==> src/rtl/fetch_unit.sv <==
// Instruction fetch stage: PC, imem read handshake, one-entry skid buffer and IF/ID register.
// Optional performance counters are built when FETCH_PERF_EN is defined.
module fetch_unit #(
    parameter int                WORD_W    = 32,
    parameter logic [WORD_W-1:0] RESET_PC  = 32'h0000_0000,
    parameter logic [WORD_W-1:0] NOP_INSTR = 32'h0000_0013
) (
    input  logic              CLK,
    input  logic              RST,
    output logic              imem_ren,
    output logic [WORD_W-1:0] imem_addr,
    input  logic [WORD_W-1:0] imem_rdata,
    input  logic              imem_hit,
    input  logic              stall,
    input  logic              redirect,
    input  logic [WORD_W-1:0] redirect_pc,
    input  logic              halt,
    output logic [WORD_W-1:0] instr,
    output logic              instr_valid,
    output logic [WORD_W-1:0] instr_pc,
    output logic [WORD_W-1:0] instr_pc4,
    output logic              halted
`ifdef FETCH_PERF_EN
    ,
    output logic [31:0]       perf_fetched,
    output logic [31:0]       perf_stall_cyc
`endif
);

    localparam logic [WORD_W-1:0] PC_STEP = WORD_W'(4);

    typedef enum logic [1:0] {
        ST_FETCH  = 2'd0,
        ST_HOLD   = 2'd1,
        ST_HALTED = 2'd2
    } state_t;

    state_t            state_reg;
    logic [WORD_W-1:0] pc_reg;
    logic [WORD_W-1:0] instr_reg;
    logic              valid_reg;
    logic [WORD_W-1:0] ipc_reg;
    logic [WORD_W-1:0] ipc4_reg;
    logic [WORD_W-1:0] skid_instr_reg;
    logic [WORD_W-1:0] skid_pc_reg;
    logic              halted_reg;

    logic [WORD_W-1:0] redirect_target;
    logic              take_halt;
    logic              redirect_lsb_unused;

    assign redirect_target     = {redirect_pc[WORD_W-1:2], 2'b00};
    assign redirect_lsb_unused = ^redirect_pc[1:0];
    assign take_halt           = halt && valid_reg;

    // Request is a function of registered state only; the RST term keeps it low while reset is held.
    assign imem_ren    = (state_reg == ST_FETCH) && !RST;
    assign imem_addr   = pc_reg;
    assign instr       = instr_reg;
    assign instr_valid = valid_reg;
    assign instr_pc    = ipc_reg;
    assign instr_pc4   = ipc4_reg;
    assign halted      = halted_reg;

    always_ff @(posedge CLK) begin
        if (RST) begin
            state_reg      <= ST_FETCH;
            pc_reg         <= RESET_PC;
            instr_reg      <= NOP_INSTR;
            valid_reg      <= 1'b0;
            ipc_reg        <= RESET_PC;
            ipc4_reg       <= RESET_PC + PC_STEP;
            skid_instr_reg <= NOP_INSTR;
            skid_pc_reg    <= RESET_PC;
            halted_reg     <= 1'b0;
        end else begin
            case (state_reg)
                ST_HALTED: ;
                default: begin
                    if (redirect) begin
                        // Leaving HOLD here drops the skid entry and any hit this cycle.
                        pc_reg    <= redirect_target;
                        instr_reg <= NOP_INSTR;
                        valid_reg <= 1'b0;
                        state_reg <= ST_FETCH;
                    end else if (take_halt) begin
                        instr_reg  <= NOP_INSTR;
                        valid_reg  <= 1'b0;
                        state_reg  <= ST_HALTED;
                        halted_reg <= 1'b1;
                    end else if (state_reg == ST_HOLD) begin
                        if (!stall) begin
                            instr_reg <= skid_instr_reg;
                            ipc_reg   <= skid_pc_reg;
                            ipc4_reg  <= skid_pc_reg + PC_STEP;
                            valid_reg <= 1'b1;
                            state_reg <= ST_FETCH;
                        end
                    end else if (imem_hit) begin
                        pc_reg <= pc_reg + PC_STEP;
                        if (stall) begin
                            skid_instr_reg <= imem_rdata;
                            skid_pc_reg    <= pc_reg;
                            state_reg      <= ST_HOLD;
                        end else begin
                            instr_reg <= imem_rdata;
                            ipc_reg   <= pc_reg;
                            ipc4_reg  <= pc_reg + PC_STEP;
                            valid_reg <= 1'b1;
                        end
                    end else if (!stall) begin
                        // Decode consumed the previous word and nothing new arrived.
                        instr_reg <= NOP_INSTR;
                        valid_reg <= 1'b0;
                    end
                end
            endcase
        end
    end

`ifdef FETCH_PERF_EN
    logic [31:0] perf_fetched_reg;
    logic [31:0] perf_stall_cyc_reg;
    logic        ifid_fill;

    assign ifid_fill = !redirect && !take_halt && !stall &&
                       ((state_reg == ST_HOLD) || ((state_reg == ST_FETCH) && imem_hit));

    always_ff @(posedge CLK) begin
        if (RST) begin
            perf_fetched_reg   <= '0;
            perf_stall_cyc_reg <= '0;
        end else if (state_reg != ST_HALTED) begin
            if (ifid_fill) begin
                perf_fetched_reg <= perf_fetched_reg + 32'd1;
            end
            if ((state_reg == ST_HOLD) || !imem_hit) begin
                perf_stall_cyc_reg <= perf_stall_cyc_reg + 32'd1;
            end
        end
    end

    assign perf_fetched   = perf_fetched_reg;
    assign perf_stall_cyc = perf_stall_cyc_reg;
`endif

endmodule

==> config.mk <==
export PLATFORM = sky130hd
export DESIGN_NAME = fetch_unit
export DESIGN_NICKNAME = d
export VERILOG_FILES = /design/src/rtl/fetch_unit.sv
export SDC_FILE = /design/constraint.sdc
export NUM_CORES = 1
export LEC_CHECK = 0
export BUFFER_PORTS_ARGS = -buffer_cell sky130_fd_sc_hd__buf_2
export CAP_MARGIN = 20
export CORE_MARGIN = 10
export CORE_UTILIZATION = 45
export DETAILED_ROUTE_END_ITERATION = 6
export GPL_ROUTABILITY_DRIVEN = 0
export GPL_TIMING_DRIVEN = 1
export PLACE_DENSITY = 0.72
export SYNTH_ARGS = -nofsm -noshare
export SYNTH_HDL_FRONTEND = slang
export SYNTH_SLANG_ARGS = --single-unit
==> constraint.sdc <==
create_clock -name CLK -period 2.8 [get_ports CLK]
set_input_delay 0.28 -clock CLK [delete_from_list [all_inputs] [get_ports CLK]]
set_output_delay 0.28 -clock CLK [all_outputs]
set_load 0.05 [all_outputs]
Word-level counts from Yosys, hierarchy flattened
Index checks and enable logic that the tools add are counted.
{"block": "op_classes", "n_eq_ne": 7, "n_addsub": 2, "n_reduce_logical": 15, "mux": 31, "n_bitwise": 5}
{"cell": "32-bit two-way mux", "count": 19}
{"cell": "32-bit by 3-bit adder with 32-bit output (second input constant)", "count": 2}
{"cell": "2-bit two-way mux", "count": 6}
{"cell": "4-bit AND reduction", "count": 2}
{"cell": "4-bit nonzero test", "count": 2}
{"cell": "1-bit two-way mux", "count": 6}
{"cell": "6-bit AND reduction", "count": 1}
{"cell": "5-bit by 2-bit != test with 1-bit output (second input constant)", "count": 1}
{"cell": "1-bit NOT", "count": 5}
{"cell": "5-bit AND reduction", "count": 1}
{"cell": "2-bit != test (second input constant)", "count": 2}
{"cell": "4-bit != test (second input constant)", "count": 1}
{"cell": "2-bit AND reduction", "count": 2}
{"cell": "2-bit nonzero test", "count": 2}
{"cell": "3-bit by 1-bit != test with 1-bit output (second input constant)", "count": 1}
{"cell": "3-bit AND reduction", "count": 1}
{"cell": "2-bit by 1-bit equality test with 1-bit output (second input constant)", "count": 1}
{"cell": "2-bit equality test (second input constant)", "count": 1}
{"cell": "1-bit logical AND", "count": 2}
{"cell": "2-bit zero test", "count": 1}
{"cell": "1-bit zero test", "count": 1}
{"block": "totals", "in_bits": 70, "regBits": 196}

Depth between registers and ports, before layout
{"block": "depth", "ltp_word": 5, "depth_mapped": 10, "depth_no_buf": 6}

Worst setup path before layout
Ideal clock, no wire load.
{"block": "synth_timing", "path_type": "register -> register", "from": "register pc_reg[2] (netlist: imem_addr[2])", "to": "register pc_reg[24] (netlist: imem_addr[24])", "stages_incl_launch_ff": 8, "arrival_time_ns": 2.462, "setup_slack_ns": 0.221, "n_path_buf": 1, "cell_sequence": "dfxtp_1 ha_1 nand3_1 or3_1 clkbuf_1 nor3_1 o21ai_0 a32o_1"}
{"block": "synth_via", "elab_chain_cells": 5}
{"element": "start, declared", "line": "39", "rtl": "logic [WORD_W-1:0] pc_reg;"}
{"element": "start signal, assigned", "line": "82", "rtl": "pc_reg <= redirect_target;"}
{"element": "start signal, assigned", "line": "100", "rtl": "pc_reg <= pc_reg + PC_STEP;"}
{"element": "32-bit by 3-bit adder with 32-bit output", "line": "100"}
{"element": "32-bit two-way mux", "line": "99", "rtl": "end else if (imem_hit) begin"}
{"element": "32-bit two-way mux", "line": "91", "rtl": "end else if (state_reg == ST_HOLD) begin"}
{"element": "32-bit two-way mux", "line": "86", "rtl": "end else if (take_halt) begin"}
{"element": "32-bit two-way mux", "line": "80", "rtl": "if (redirect) begin"}
Every way passes these cells. The select of a mux whose other input is x is not followed.
A chain may end at the register's enable or synchronous reset.

Final worst setup path
{"block": "layout_timing", "from": "register pc_reg[3] (netlist: imem_addr[3])", "to": "register pc_reg[24] (netlist: imem_addr[24])"}
The elaborated chain is that of the path after synthesis.

==> results by group <==
STA
  • Setup TNS: 0 ps
  • Final worst slack: 331 ps
  • Final setup vio count: 0
  • RSZ-0062 raised after global routing: false
  • Clock skew: 12.4 ps
  • Final Hold Fails: 0
  • Final Critical Period: 2470 ps
  • Worst Max-Slew Pin Slew: 695 ps
  • Max Fclk: 405 MHz
  • Relative slew slack: 0.533
  • Fin. max-slew vios: 0
  • Tcrit/Tclk final: 0.882

Clock tree
  • Setup bufs post-CTS: 0
  • TritonCTS buffer count: 17
  • TritonCTS clock tree: done
  • Post-CTS Resized: 0
  • Hold buffers post-CTS: 0
  • Worst skew pair latency: 430 ps
  • Clock sink total: 188
  • CTS clk-pin slew, worst paths: 70 ps
  • Longest Clk Path Bufs: 2
  • H-tree levels: 4
  • Clk root buf: clkbuf_16

Pwr
  • Max IR drop VDD: 0.407 mV
  • Leak: 4.27 nW
  • Power, Total: 0.00633 W
  • Pwr per Cell Area: 569 mW/mm²

Floorplan
  • Die ar.: 0.0269 mm²
  • Core Region: 0.0203 mm²
  • Chip Height: 164 µm
  • Starting Density: 0.460
  • Io pins: 201
  • Core Rows: 52
  • Die width: 164 µm

Worst setup path
  • Required @ worst endpoint: 3120 ps
  • R2r setup slk: 330 ps
  • CP endpoint kind: register
  • Critical Path AT: 2790 ps
  • Crit Path Max Fanout: 8
  • Crit path launch type: register
  • CP Class: register to register

Finish
  • FILL cells: 1,955
  • Most frequent cells in the layout: nand2_1 (266), buf_2 (191), dfxtp_1 (188)
  • Fin cells: 1,645
  • Area delta synth->final: 19.2%
  • Nets: 1,430
  • Fin util: 0.548
  • Layout cells sized above 1: 0.213
  • Most frequent standard cell in the layout excluding fill and tap cells: nand2_1

Yosys
  • Sequential area share after synthesis: 0.403
  • Asr flop ratio synth: 0
  • Synth unique cells: 63
  • Ys flop type: dfxtp_1
  • Cells after Synth: 1,224
  • Cell Area, Synth: 0.00933 mm²
  • Count of state elements after synthesis: 188
  • Post-synth EDFFs: 0
  • Avg Inst Size Synth: 7.62 µm²
  • Synth warn: 0

Drt
  • DR WL/cell: 18.9 µm
  • Vias/cell: 5.85
  • DRT Wirelength: 31,200 µm
  • First-pass iteration count of the detailed router: 5
  • Via count: 9,627
  • DRC errors left: 0
  • Initial DRC count: 864
  • Post-route ant nets: 0

Global routing
  • Initial antenna violation count: 4
  • Gr ovfl total: 0
  • First-pass GRT wire length: 48,600 µm
  • Vias in the first global route: 9,066
  • Tot GR Track Use: 0.222
  • Largest net degree at the start of global routing: 56

Min path
  • Min-Delay Path Class: input pin to register

Placement
  • Post-DP HPWL: 21,500 µm
  • Port Buf Inserts: 192
  • Dpl cells: 1,609
  • Pre-CTS worst setup slack: 370 ps

Outcome
  • Status: completed

Job
  • Maxcap violations: 0
-- cells by family (layout without fill, tap and decap cells) --
kind of cell,Yosys count,count (layout),synth area share
compound gates,336,336,0.242
xor+xnor,36,36,0.0338
fa+ha+maj,2,2,0.00268
buf+inv,139,280,0.0619
flops,188,188,0.403
mux,2,2,0.00215
other cells,1,11,0.000402
simple gates,520,520,0.254
-- critical path, cell delays in order (launching register included) --
cell     delay, ps
dfxtp_1        490
ha_1           330
nand3_1        170
or3_1          500
nor3_1         460
o21ai_0        140
a32o_1         280
-- final timing paths --
kind / startpoint / to / cells after the start
setup / recovery: imem_addr[3] / imem_addr[24] / 6
hold / removal: imem_rdata[0] / skid_instr_reg[0] / 3
setup reg to reg: imem_addr[3] / imem_addr[24] / 6
hold reg to reg: skid_instr_reg[30] / skid_instr_reg[30] / 2
-- metrics by stage --
stage	area, µm²	hold WS (ps)
2_1_floorplan	9350	404
3_3_place_gp	10500	434
3_5_place_dp	10500	448
4_1_cts	11100	65.0
5_1_grt	11100	81.3
6_report	11100	83.2
-- final cells by class --
class | instances | area [µm²] | share of cell area
clock buffer | 19 | 443 | 0.0398
antenna | 5 | 12.5 | 0.00113
inverter | 10 | 37.5 | 0.00338
tap | 270 | 338 | 0.0304
timing repair buffer | 239 | 1340 | 0.121
sequential | 188 | 3760 | 0.338
multi-input combinational | 902 | 5050 | 0.454
clock inverter | 12 | 135 | 0.0122
-- report_power, final --
group          leakage, nW  switching (W)  internal (W)
clock                0.285        0.00109       0.00135
sequential            1.53       0.000102       0.00277
combinational         2.46       0.000716      0.000297
total                 4.27        0.00191       0.00442
-- layer usage --
metal	wire length (µm)	track usage
met4	1010	0.105
met3	2530	0.0438
met1	13000	0.285
met2	14600	0.352
met5	0	0
-- Yosys cell counts (8+ instances only) --
master | n | area share
nand2_1 | 266 | 0.11
dfxtp_1 | 188 | 0.40
nor2_1 | 108 | 0.043
a21oi_1 | 107 | 0.057
clkbuf_1 | 92 | 0.037
o21ai_0 | 48 | 0.026
nand3_1 | 35 | 0.019
a22oi_1 | 29 | 0.023
a2bb2oi_1 | 29 | 0.027
a311oi_1 | 29 | 0.027
nor3_1 | 29 | 0.016
xnor2_1 | 23 | 0.022
buf_2 | 20 | 0.011
nor4_1 | 15 | 0.010
nand4_1 | 13 | 0.0087
xor2_1 | 13 | 0.012
o31ai_1 | 11 | 0.0088
a211oi_1 | 9 | 0.0072
buf_1 | 9 | 0.0036
inv_1 | 9 | 0.0036
a31oi_1 | 8 | 0.0054
o211ai_1 | 8 | 0.0064
Power figures use the tool's default switching activity.
